===== config.mk =====
export PLATFORM = sky130hd
export DESIGN_NAME = ela_mem_arb
export DESIGN_NICKNAME = d
export VERILOG_FILES = /design/src/rtl/ela_mem_arb.sv
export SDC_FILE = /design/constraint.sdc
export NUM_CORES = 1
export LEC_CHECK = 0
export CORE_ASPECT_RATIO = 0.75
export CORE_UTILIZATION = 47
export DETAILED_ROUTE_END_ITERATION = 10
export PLACE_DENSITY = 0.85
export SYNTH_ARGS = -nofsm -noshare
export SYNTH_HDL_FRONTEND = slang
export SYNTH_SLANG_ARGS = --single-unit

===== constraint.sdc =====
create_clock -name clk -period 4.4 [get_ports clk]
set_input_delay 0.66 -clock clk [delete_from_list [all_inputs] [get_ports clk]]
set_output_delay 0.66 -clock clk [all_outputs]
set_load 0.01 [all_outputs]

===== src/rtl/ela_mem_arb.sv =====
// ela_mem_arb
// -----------------------------------------------------------------------------
// Arbitrates one single-port 8192x8 SRAM between the ELA capture engine
// (writes) and the host (reads). A frame runs from a start pulse through
// FRAME_WORDS engine writes. After the last write the block waits until any
// host read in flight has returned, then reports done.
//
// At most one requester is granted per cycle. The grant is combinational from
// the requests and the current state. The memory strobes are registered, so
// the SRAM sees the access in the cycle after the grant. mem_rdata is sampled
// on the edge that closes that strobe cycle. Host read data therefore appears
// on host_rdata/host_rvalid two cycles after host_gnt. A new grant can be
// issued every cycle, and reads are pipelined.
//
// Build option:
//   ELA_ARB_HOST_PRIO_EN  defined   -> host wins every conflict with the engine.
//                         undefined -> round-robin. The requester that was not
//                                      granted most recently wins. Out of
//                                      reset, the engine is favoured.
//
// Ports:
//   clk, rst                 clock; asynchronous active-high reset
//   start                    one-cycle pulse that begins a frame (IDLE/DONE only)
//   eng_req/addr/wdata       engine write request (considered in RUN only)
//   eng_gnt                  engine write accepted this cycle
//   host_req/addr            host read request (considered in every state)
//   host_gnt                 host read accepted this cycle
//   host_rvalid/rdata        read data, 2 cycles after host_gnt, for one cycle
//   mem_cen/wen/addr/wdata   registered SRAM strobes
//   mem_rdata                SRAM read data
//   busy                     frame in progress (RUN or DRAIN)
//   done                     frame complete (DONE), held until start or reset
// -----------------------------------------------------------------------------
module ela_mem_arb #(
  parameter int FRAME_WORDS = 8192
) (
  input  logic        clk,
  input  logic        rst,
  input  logic        start,
  input  logic        eng_req,
  input  logic [12:0] eng_addr,
  input  logic [7:0]  eng_wdata,
  output logic        eng_gnt,
  input  logic        host_req,
  input  logic [12:0] host_addr,
  output logic        host_gnt,
  output logic        host_rvalid,
  output logic [7:0]  host_rdata,
  output logic        mem_cen,
  output logic        mem_wen,
  output logic [12:0] mem_addr,
  output logic [7:0]  mem_wdata,
  input  logic [7:0]  mem_rdata,
  output logic        busy,
  output logic        done
);

  typedef enum logic [1:0] {
    IDLE  = 2'd0,
    RUN   = 2'd1,
    DRAIN = 2'd2,
    DONE  = 2'd3
  } state_t;

  localparam logic [13:0] LAST_CNT = 14'(FRAME_WORDS - 1);

  state_t      state_q, state_d;
  logic [13:0] cnt_q, cnt_d;
  logic        eng_elig, host_elig;
  logic        eng_win, host_win;
  logic        rd_inflight;

  // Read pipeline. Bit 0: strobe cycle of a granted read. Bit 1: data cycle.
  logic [1:0]  rd_pipe_q;
  logic [7:0]  host_rdata_q;

  logic        mem_cen_q, mem_wen_q;
  logic [12:0] mem_addr_q;
  logic [7:0]  mem_wdata_q;

`ifndef ELA_ARB_HOST_PRIO_EN
  // Set when the host won the last grant. Reset to 1 so the engine wins the
  // first conflict.
  logic        last_host_q, last_host_d;
`endif

  // ---------------------------------------------------------------------------
  // Arbitration
  // ---------------------------------------------------------------------------
  always_comb begin
    // The engine is eligible only in RUN. The counter cannot pass
    // FRAME_WORDS, because RUN is left on the final grant.
    eng_elig  = (state_q == RUN) && eng_req;
    host_elig = host_req;
`ifdef ELA_ARB_HOST_PRIO_EN
    host_win  = host_elig;
    eng_win   = eng_elig && !host_elig;
`else
    host_win  = host_elig && (!eng_elig || !last_host_q);
    eng_win   = eng_elig  && (!host_elig || last_host_q);
`endif
  end

  assign eng_gnt  = eng_win;
  assign host_gnt = host_win;

`ifndef ELA_ARB_HOST_PRIO_EN
  always_comb begin
    last_host_d = last_host_q;
    if (host_win)     last_host_d = 1'b1;
    else if (eng_win) last_host_d = 1'b0;
  end

  always_ff @(posedge clk or posedge rst) begin
    if (rst) last_host_q <= 1'b1;
    else     last_host_q <= last_host_d;
  end
`endif

  // ---------------------------------------------------------------------------
  // Frame FSM and write counter
  // ---------------------------------------------------------------------------
  // A read still owes its data once it has been granted. That covers a grant
  // in this cycle and one granted last cycle. In both cases host_rvalid is
  // still ahead.
  assign rd_inflight = host_win || rd_pipe_q[0];

  always_comb begin
    state_d = state_q;
    cnt_d   = cnt_q;
    if (eng_win) cnt_d = cnt_q + 14'd1;
    unique case (state_q)
      IDLE: begin
        if (start) begin
          state_d = RUN;
          cnt_d   = '0;
        end
      end
      RUN: begin
        if (eng_win && (cnt_q == LAST_CNT)) state_d = DRAIN;
      end
      DRAIN: begin
        if (!rd_inflight) state_d = DONE;
      end
      DONE: begin
        if (start) begin
          state_d = RUN;
          cnt_d   = '0;
        end
      end
      default: state_d = IDLE;
    endcase
  end

  always_ff @(posedge clk or posedge rst) begin
    if (rst) begin
      state_q <= IDLE;
      cnt_q   <= '0;
    end else begin
      state_q <= state_d;
      cnt_q   <= cnt_d;
    end
  end

  assign busy = (state_q == RUN) || (state_q == DRAIN);
  assign done = (state_q == DONE);

  // ---------------------------------------------------------------------------
  // Registered SRAM strobes
  // ---------------------------------------------------------------------------
  // The address and write data hold their values in idle cycles. Only the
  // enables drop.
  always_ff @(posedge clk or posedge rst) begin
    if (rst) begin
      mem_cen_q   <= 1'b0;
      mem_wen_q   <= 1'b0;
      mem_addr_q  <= '0;
      mem_wdata_q <= '0;
    end else begin
      mem_cen_q <= eng_win || host_win;
      mem_wen_q <= eng_win;
      if (eng_win) begin
        mem_addr_q  <= eng_addr;
        mem_wdata_q <= eng_wdata;
      end else if (host_win) begin
        mem_addr_q  <= host_addr;
      end
    end
  end

  assign mem_cen   = mem_cen_q;
  assign mem_wen   = mem_wen_q;
  assign mem_addr  = mem_addr_q;
  assign mem_wdata = mem_wdata_q;

  // ---------------------------------------------------------------------------
  // Host read return
  // ---------------------------------------------------------------------------
  // Reset flushes the pipe. A read caught by a mid-frame reset never returns.
  always_ff @(posedge clk or posedge rst) begin
    if (rst) begin
      rd_pipe_q    <= '0;
      host_rdata_q <= '0;
    end else begin
      rd_pipe_q <= {rd_pipe_q[0], host_win};
      if (rd_pipe_q[0]) host_rdata_q <= mem_rdata;
    end
  end

  assign host_rvalid = rd_pipe_q[1];
  assign host_rdata  = host_rdata_q;

endmodule

==> out/results.tsv, run 1 <==
stage	metric	value	unit
sta	final worst slack	667	ps
setup_path	worst path required time	3740	ps
die	row count	21	
placement	Cell Area, Placed	0.00304	sq mm
final_layout	NumNets Final	322	
logic_synthesis	Synth Flop Type	dfrtp_1	
die	Core Footprint	0.00447	sq mm
placement	port bufs	82	
logic_synthesis	Synth area leaders	dfrtp_1 (56%), mux2_2 (8.2%), a222oi_1 (5.5%)	
die	Chip Height	61.1	um
global_routing	vias in the first global route	1625	
cts	buffer count from post-CTS setup fixing	0	
global_routing	largest net degree at the start of global routing	51	
final_layout	layout cells sized above 1	0.103	
pwr	fraction of power consumed by the clock network	0.191	
sta	setup violators final	0	
cts	Post-CTS Hold Buffers	0	
routing	Antenna Nets Post-Route	0	
setup_path	R2R depth	5	
hold_path	Hold Path Sink	host_rdata[4]$_DFFE_PP0P_	
setup_path	WP data arrival	3070	ps
logic_synthesis	Yosys warning total	0	
final_layout	design area	0.00315	sq mm
routing	drt initial violations	123	
die	Die ar.	0.00493	sq mm
sta	setup tns final	0	ps
sta	period utilization	0.848	
pwr	Sequential Power Share	0.420	
die	die span in x	80.8	um
sta	clock skew	6.00	ps
hold_path	hold path start	host_rdata[4]$_DFFE_PP0P_	
die	initial core utilization	0.490	
routing	number of remaining DRC errors	0	
routing	Avg WL per Cell	15.1	um
logic_synthesis	Synth area leader	dfrtp_1	
routing	drt pass-1 iters	4	
logic_synthesis	synth cell count leaders	dfrtp_1 (49), inv_1 (22), mux2_2 (16)	
routing	drt total wl	4950	um
global_routing	GRT Residual Overflow	0	
pwr	Leak Pwr	1.33	nW
logic_synthesis	Async S/R FF share, synth	1.00	
sta	fin. max-slew vios	0	
sta	Worst Tran Pin Value	1150	ps
global_routing	first-pass GRT wire length	7640	um
pwr	Power Density	498	mW/mm^2
sta	Tmin final	3730	ps
cts	Clock Tree Buf Depth	2	
logic_synthesis	sequential-to-total area share from yosys stat	0.573	
logic_synthesis	Mapped Nets	242	
logic_synthesis	Seq cells post-synth	50	
sta	Max Fclk	268	MHz
logic_synthesis	area fraction of the dominant cell type after synthesis	0.561	
cts	clock root buffer	clkbuf_8	
logic_synthesis	Syn Inst Count	191	
cts	CTS HTree Levels	2	
logic_synthesis	syn_area_per_cell	11.5	sq um
hold_path	Hold/Removal Path Class	reg -> reg	
job	Max-cap violations	0	
pwr	Sw Ratio	0.312	
pwr	P_int	1.08	mW
setup_path	CP max FO	27	
logic_synthesis	Synth Cell Area	0.00219	sq mm
cts	Clock Sinks	50	
final_layout	fill count	354	
pwr	VDD IR max	0.000374	V
logic_synthesis	Post-synth EDFFs	0	
placement	worst slack, placed	657	ps
cts	CTS buffer count	5	
final_layout	Area Overhead vs Synth	44.0	%
sta	Hold Fails Final Rpt	0	
setup_path	FF-to-FF setup slack	1900	ps
setup_path	crit path launch type	input pin	
setup_path	r2r startpoint	state_q[1]$_DFFE_PP0P_	
final_layout	n_diodes	0	
cts	post-cts sizing count	0	
sta	Max-slew headroom	0.234	
setup_path	crit path kind	in -> out	
global_routing	gr usage total	0.209	
routing	vias after detailed routing	1760	
die	io pins	83	
logic_synthesis	most frequent cell after synthesis	dfrtp_1	
pwr	Combinational Power Share	0.389	
placement	RD Place Congestion	0.775	
cts	clk_lat worst skew	310	ps
cts	CTS tree	done	
cts	Reg clk slew, reported paths	90	ps
sta	RSZ-0062 raised after global routing	no	
logic_synthesis	Unique masters post-synth	34	
placement	DP HPWL	3550	um
pwr	P_sw	0.489	mW
global_routing	initial antenna violation count	0	
setup_path	Crit. End Element	output port	
status	status	finished, final reports clean	
setup_path	worst r2r dst	mem_wdata[5]$_DFFE_PP0P_	
routing	routed vias/inst	5.35	
hold_path	Worst Hold Depth	1	
[flip-flops by register name, indices dropped and copies added (netlist names)]
register     cells
cnt_q           14
mem_addr        13
host_rdata       8
mem_wdata        8
rd_pipe_q        2
state_q          2
last_host_q      1
mem_cen          1
mem_wen          1
[per-layer routing]
metal / up-vias / part of all wire / track usage
met2: 44 / 0.48 / 0.339
met1: 860 / 0.45 / 0.272
met5: - / 0 / 0
li1: 849 / - / -
met4: 0 / 0.010 / 0.0612
met3: 7 / 0.063 / 0.0711
[power groups by stage]
stage                     Clock, mW  Combinational (mW)  Sequential [mW]
after floorplan                   0               0.246            0.703
after global placement            0               0.601            0.661
after detailed placement          0               0.613            0.668
after CTS                     0.306               0.618            0.660
after global routing          0.321               0.663            0.675
final                         0.300               0.609            0.658
[logic make-up after synthesis]
logic type / after synthesis / synth area share
flip-flops: 50 / 0.573
AND/OR/NAND/NOR: 47 / 0.114
AO/OA/AOI/OAI: 34 / 0.118
buffers and inverters: 32 / 0.0572
multiplexers: 17 / 0.0870
XOR/XNOR: 7 / 0.0280
adder cells (fa/ha/maj): 4 / 0.0229
[layout by cell type (no fill, tap or decap), types with 2 or more instances in the layout]
master           synthesis  layout
clkdlybuf4s50_1          0      82
dfrtp_1                 49      49
inv_1                   22      21
mux2_2                  16      16
a222oi_1                12      12
nor2_1                  11      11
a21oi_1                  7       7
nand2_1                  7       7
xnor2_1                  7       7
clkbuf_8                 0       7
nand3_1                  5       5
nor3_1                   4       4
or4_1                    4       4
ha_1                     4       4
o21ai_0                  3       3
nand4_1                  3       3
or3_1                    3       3
o31ai_1                  3       3
nor4_1                   3       3
o22ai_1                  2       2
o41ai_1                  2       2
o21ai_1                  2       2
[worst max-delay path by stage]
stage | from | to | slack [ps]
CTS | eng_req | eng_gnt | 660
global placement | eng_req | eng_gnt | 700
floorplan | host_req | eng_gnt | 2300
detailed placement | eng_req | eng_gnt | 660
global route | eng_req | eng_gnt | 510
finish | eng_req | eng_gnt | 670
[layout make-up]
cell class,count,area [sq um],share of cell area
clock buffer,7,96.3,0.0306
multi-input combinational,109,810,0.257
timing repair buffer,83,828,0.263
sequential,50,1250,0.398
tap,57,71.3,0.0226
inverter,22,82.6,0.0262
clock inverter,1,8.76,0.00278
[through the flow]
stage / hold slack (ps) / utilization / instances / power (mW)
after floorplan: 352 / - / 191 / 0.948
after global placement: 489 / 0.682 / 321 / 1.26
after detailed placement: 494 / 0.682 / 321 / 1.28
after CTS: 519 / 0.705 / 329 / 1.58
after global routing: 534 / 0.705 / 329 / 1.66
final: 513 / 0.705 / 329 / 1.57
[critical path: stages]
cell and delay (ps):
clkdlybuf4s50_1 520, nand2_1 230, nor2_2 950, clkdlybuf4s50_1 710
Power figures use the tool's default switching activity.
==> inputs of run 2 (changes only) <==
- CORE_UTILIZATION: 47 -> 44
- PLACE_DENSITY: 0.85 -> 0.8
- clock period: 4.4 -> 3.83 ns (I/O delays scaled with it)
==> out/results.tsv, run 2 (synthesized netlist as in run 1, its figures left out) <==
stage	metric	value	unit	change
routing	drt pass-1 iters	5		was 4
job	Max-cap violations	0		unchanged
final_layout	layout cells sized above 1	0.106		was 0.103
global_routing	largest net degree at the start of global routing	51		unchanged
setup_path	crit path kind	in -> out		unchanged
pwr	P_sw	0.562	mW	was 0.489 mW
sta	Max-slew headroom	0.337		was 0.234
setup_path	WP data arrival	2380	ps	was 3070 ps
cts	Reg clk slew, reported paths	90	ps	about the same
final_layout	Largest register FFs	14		unchanged
global_routing	GRT Residual Overflow	0		unchanged
die	initial core utilization	0.473		was 0.490
sta	Hold Fails Final Rpt	0		unchanged
routing	number of remaining DRC errors	0		unchanged
pwr	Sequential Power Share	0.428		was 0.420
final_layout	NumNets Final	324		was 322
routing	routed vias/inst	5.49		was 5.35
setup_path	CP max FO	11		was 27
setup_path	Crit path top cell by count	clkdlybuf4s50_1		unchanged
final_layout	fill count	364		was 354
final_layout	Reg area	0.00125	sq mm	unchanged
global_routing	gr usage total	0.209		about the same
sta	Worst Tran Pin Value	993	ps	was 1150 ps
cts	CTS tree	done		unchanged
routing	Avg WL per Cell	15.1	um	about the same
setup_path	delay-heaviest family, CP	buffers and inverters		unchanged
hold_path	Hold/Removal Path Class	reg -> reg		unchanged
status	status	finished, final reports clean		unchanged
placement	worst slack, placed	915	ps	was 657 ps
pwr	Combinational Power Share	0.402		was 0.389
final_layout	n_diodes	0		unchanged
sta	Max Fclk	339	MHz	
cts	CTS buffer count	5		unchanged
die	Die ar.	0.00526	sq mm	was 0.00493 sq mm
sta	Tmin final	2950	ps	
global_routing	first-pass GRT wire length	8550	um	was 7640 um
pwr	Leak Pwr	1.33	nW	about the same
setup_path	CP max stage cell	nor2b_1		was nor2_2
sta	Hold WS	514	ps	was 513 ps
pwr	Power Density	563	mW/mm^2	was 498 mW/mm^2
sta	clock skew	5.17	ps	was 6.00 ps
pwr	VDD IR max	0.000301	V	was 0.000374 V
final_layout	final non-filler cell total	331		was 329
cts	Clock Sinks	50		unchanged
cts	post-cts sizing count	0		unchanged
die	io pins	83		unchanged
setup_path	crit path launch type	input pin		unchanged
die	Core Footprint	0.00462	sq mm	was 0.00447 sq mm
routing	vias after detailed routing	1816		was 1760
cts	clk_lat worst skew	300	ps	was 310 ps
sta	setup violators final	0		unchanged
cts	Clock Tree Buf Depth	2		unchanged
global_routing	initial antenna violation count	0		unchanged
sta	setup tns final	0	ps	unchanged
routing	Antenna Nets Post-Route	0		unchanged
sta	final worst slack	878	ps	was 667 ps
final_layout	Top reg by flops	cnt_q		unchanged
sta	period utilization	0.771		
final_layout	Area Overhead vs Synth	43.8	%	was 44.0%
sta	fin. max-slew vios	0		unchanged
die	Chip Height	63.1	um	was 61.1 um
setup_path	Crit. End Element	output port		unchanged
final_layout	most frequent cells in the layout	clkdlybuf4s50_1 (82), dfrtp_1 (49), inv_1 (21), mux2_2 (16), a222oi_1 (12)		unchanged
setup_path	CP cell instances	clkdlybuf4s50_1 -> nor2b_1 -> nor2_2 -> clkdlybuf4s50_1		was clkdlybuf4s50_1 -> nand2_1 -> nor2_2 -> clkdlybuf4s50_1
final_layout	area of the multi-input gates	810	sq um	unchanged
cts	clock root buffer	clkbuf_8		unchanged
die	row count	21		unchanged
setup_path	Buf/Inv on CP	2		unchanged
setup_path	worst path required time	3260	ps	was 3740 ps
setup_path	max incr delay on CP	620	ps	was 950 ps
final_layout	fin util	0.680		was 0.705
pwr	Sw Ratio	0.318		was 0.312
placement	DP HPWL	3610	um	was 3550 um
routing	drt initial violations	171		was 123
final_layout	commonest non-fill, non-tap cell in the layout	clkdlybuf4s50_1		unchanged
pwr	fraction of power consumed by the clock network	0.170		was 0.191
pwr	P_int	1.21	mW	was 1.08 mW
die	die span in x	83.4	um	was 80.8 um
cts	Post-CTS Hold Buffers	0		unchanged
cts	CTS HTree Levels	2		unchanged
placement	RD Place Congestion	0.816		was 0.775
sta	RSZ-0062 raised after global routing	no		unchanged
global_routing	vias in the first global route	1769		was 1625
routing	drt total wl	5000	um	was 4950 um
placement	port bufs	82		unchanged
cts	buffer count from post-CTS setup fixing	0		unchanged
placement	Placed Cells incl. Taps	323		was 321
==> run 2: final timing paths <==
kind	startpoint	endpoint	slack (ps)	cells after the start
setup reg to reg	state_q[1]$_DFFE_PP0P_	cnt_q[13]$_DFF_PP0_	1400	6
min in group asynchronous	rst	host_rdata[0]$_DFFE_PP0P_	820	2
hold / removal	mem_wdata[4]$_DFFE_PP0P_	mem_wdata[4]$_DFFE_PP0P_	510	1
hold reg to reg	mem_wdata[4]$_DFFE_PP0P_	mem_wdata[4]$_DFFE_PP0P_	510	1
max in group asynchronous	rst	cnt_q[13]$_DFF_PP0_	2390	2
setup / recovery	host_req	eng_gnt	880	4
==> run 2: power groups by stage <==
stage	sequential, mW	combinational (mW)	clock (mW)
after floorplan	0.807	0.282	0
after global placement	0.760	0.702	0
after detailed placement	0.765	0.714	0
after CTS	0.758	0.718	0.310
after global routing	0.775	0.768	0.334
final	0.758	0.712	0.301
==> run 2: worst register-to-register path, cell delays in order, from the launching register on <==
cell and delay (ps):
dfrtp_1 410, inv_1 80, ha_1 280, nand2_1 280, or4_1 720, or4_1 440, a21oi_1 150
==> run 2: area by class of cell <==
type | instances | share of cell area
flip-flops and latches | 50 | 0.398
repair buffers | 85 | 0.268
multi-input cells | 109 | 0.257
inverters | 22 | 0.0263
clock buffers | 6 | 0.0231
well taps | 57 | 0.0227
clock inverters | 2 | 0.00438
==> run 2: layer usage <==
layer | routed length [um] | vias to the layer above | global-route usage
met4 | 44 | 0 | 0.0572
met5 | 0 | - | 0
met2 | 2240 | 72 | 0.306
met3 | 446 | 5 | 0.0904
met1 | 2270 | 879 | 0.285
li1 | - | 860 | -
==> run 2: metrics by stage <==
| stage | power, mW | instance area (sq um) |
|---|---|---|
| after floorplan | 1.09 | 2190 |
| after global placement | 1.46 | 3060 |
| after detailed placement | 1.48 | 3060 |
| after CTS | 1.79 | 3150 |
| after global routing | 1.88 | 3150 |
| final | 1.77 | 3150 |
==> inputs of run 3 (changes only) <==
- clock period: 3.83 -> 3 ns (I/O delays scaled with it)
==> out/results.tsv, run 3 (synthesized netlist as in run 1, its figures left out) <==
stage	metric	value	unit	change
cts	buffer count from post-CTS setup fixing	0		unchanged
cts	Clock Tree Buf Depth	2		unchanged
final_layout	fill count	360		was 364
setup_path	delay-heaviest family, CP	buffers and inverters		unchanged
sta	Worst Tran Pin Value	694	ps	was 993 ps
die	Chip Height	63.1	um	unchanged
routing	drt total wl	5100	um	was 5000 um
sta	Tmin final	2700	ps	
routing	vias after detailed routing	1778		was 1816
routing	drt initial violations	170		was 171
die	die span in x	83.4	um	unchanged
setup_path	FF-to-FF setup slack	590	ps	was 1400 ps
setup_path	Buf/Inv on CP	2		unchanged
cts	post-cts sizing count	0		unchanged
final_layout	Reg area	0.00125	sq mm	unchanged
final_layout	most frequent cells in the layout	clkdlybuf4s50_1 (82), dfrtp_1 (49), inv_1 (21), mux2_2 (16), a222oi_1 (12)		unchanged
sta	setup violators final	0		unchanged
sta	clock skew	6.60	ps	was 5.17 ps
final_layout	commonest non-fill, non-tap cell in the layout	clkdlybuf4s50_1		unchanged
routing	drt pass-1 iters	5		unchanged
final_layout	layout cells sized above 1	0.113		was 0.106
global_routing	initial antenna violation count	0		unchanged
routing	Avg WL per Cell	15.4	um	was 15.1 um
cts	clock root buffer	clkbuf_8		unchanged
setup_path	crit path launch type	input pin		unchanged
job	Max-cap violations	0		unchanged
placement	RD Place Congestion	0.838		was 0.816
final_layout	NumNets Final	326		was 324
cts	CTS tree	done		unchanged
cts	CTS buffer count	5		unchanged
setup_path	Crit. End Element	output port		unchanged
setup_path	max incr delay on CP	610	ps	was 620 ps
routing	number of remaining DRC errors	0		unchanged
cts	CTS HTree Levels	2		unchanged
pwr	VDD IR max	0.000527	V	was 0.000301 V
setup_path	Crit path top cell by count	clkdlybuf4s50_1		unchanged
routing	routed vias/inst	5.36		was 5.49
final_layout	Largest register FFs	14		unchanged
die	initial core utilization	0.473		unchanged
sta	Hold Fails Final Rpt	0		unchanged
setup_path	WP data arrival	2250	ps	was 2380 ps
routing	Antenna Nets Post-Route	0		unchanged
final_layout	area of the multi-input gates	810	sq um	unchanged
die	Core Footprint	0.00462	sq mm	unchanged
sta	RSZ-0062 raised after global routing	no		unchanged
final_layout	n_diodes	0		unchanged
die	Die ar.	0.00526	sq mm	unchanged
sta	setup tns final	0	ps	unchanged
cts	clk_lat worst skew	310	ps	was 300 ps
global_routing	largest net degree at the start of global routing	33		was 51
setup_path	CP max stage cell	nor2b_1		unchanged
global_routing	gr usage total	0.214		was 0.209
global_routing	vias in the first global route	1831		was 1769
cts	Reg clk slew, reported paths	90	ps	about the same
global_routing	GRT Residual Overflow	0		unchanged
placement	port bufs	82		unchanged
placement	DP HPWL	3730	um	was 3610 um
sta	Max-slew headroom	0.536		was 0.337
setup_path	crit path kind	in -> out		unchanged
status	status	finished, final reports clean		unchanged
global_routing	first-pass GRT wire length	8830	um	was 8550 um
sta	period utilization	0.900		
pwr	Power Density	736	mW/mm^2	was 563 mW/mm^2
cts	Post-CTS Hold Buffers	0		unchanged
final_layout	Area Overhead vs Synth	45.5	%	was 43.8%
setup_path	CP cell instances	clkdlybuf4s50_1 -> nor2b_1 -> nor2_2 -> clkdlybuf4s50_1		unchanged
sta	Hold WS	516	ps	was 514 ps
die	row count	21		unchanged
sta	Max Fclk	371	MHz	
hold_path	Hold/Removal Path Class	reg -> reg		unchanged
final_layout	Top reg by flops	cnt_q		unchanged
sta	fin. max-slew vios	0		unchanged
pwr	Leak Pwr	1.35	nW	was 1.33 nW
setup_path	CP max FO	11		unchanged
die	io pins	83		unchanged
cts	Clock Sinks	50		unchanged
setup_path	worst path required time	2550	ps	was 3260 ps
## run 3: changes by cell type in the layout (fill, tap and decap cells not counted)
cell	delta
buf_4	+2
bufinv_16	+1
clkbuf_1	-1
clkinv_2	-1
## run 3: worst reg2reg max path: cells and delay by family (launching register included)
kind	cells	cell delay [ps]
buffers and inverters	1	90
adders and majority gates	1	280
DFF	1	410
and+or+nand+nor	3	1400
AOI/OAI and AO/OA	1	160
## run 3: final cells by class
type,count,area share
tap,57,0.0224
clock inverter,2,0.0122
clock buffer,5,0.0216
timing repair buffer,87,0.270
multi-input combinational,109,0.254
inverter,22,0.0260
sequential,50,0.394
## run 3: stage by stage
step                      setup WS, ps  area [sq um]   util  instances  power (mW)
after floorplan                   1020          2190      -        191        1.39
after global placement             379          3070  0.665        325        1.87
after detailed placement           351          3070  0.665        325        1.89
after CTS                          341          3180  0.688        332        2.37
after global routing               203          3180  0.688        332        2.49
final                              301          3180  0.688        332        2.34
## run 3: per-layer routing
| metal | share of wire | wire length (um) | vias up | GRT usage |
|---|---|---|---|---|
| met5 | 0 | 0 | - | 0 |
| met1 | 0.44 | 2260 | 852 | 0.292 |
| met2 | 0.45 | 2300 | 59 | 0.311 |
| met3 | 0.090 | 458 | 10 | 0.0813 |
| li1 | - | - | 857 | - |
| met4 | 0.016 | 80 | 0 | 0.0763 |
## run 3: final timing paths
| path | from | end | depth (start not counted) |
|---|---|---|---|
| setup / recovery | host_req | eng_gnt | 4 |
| hold / removal | host_rdata[6]$_DFFE_PP0P_ | host_rdata[6]$_DFFE_PP0P_ | 1 |
| setup reg to reg | state_q[1]$_DFFE_PP0P_ | cnt_q[13]$_DFF_PP0_ | 6 |
| hold reg to reg | host_rdata[6]$_DFFE_PP0P_ | host_rdata[6]$_DFFE_PP0P_ | 1 |
| max in group asynchronous | rst | mem_addr[2]$_DFFE_PP0P_ | 3 |
| min in group asynchronous | rst | host_rdata[0]$_DFFE_PP0P_ | 2 |
## run 3: power by group
part	switching, mW	internal (mW)	total (mW)	leakage, nW
clock	0.221	0.245	0.466	0.0542
combinational	0.387	0.524	0.911	0.680
sequential	0.109	0.855	0.964	0.619
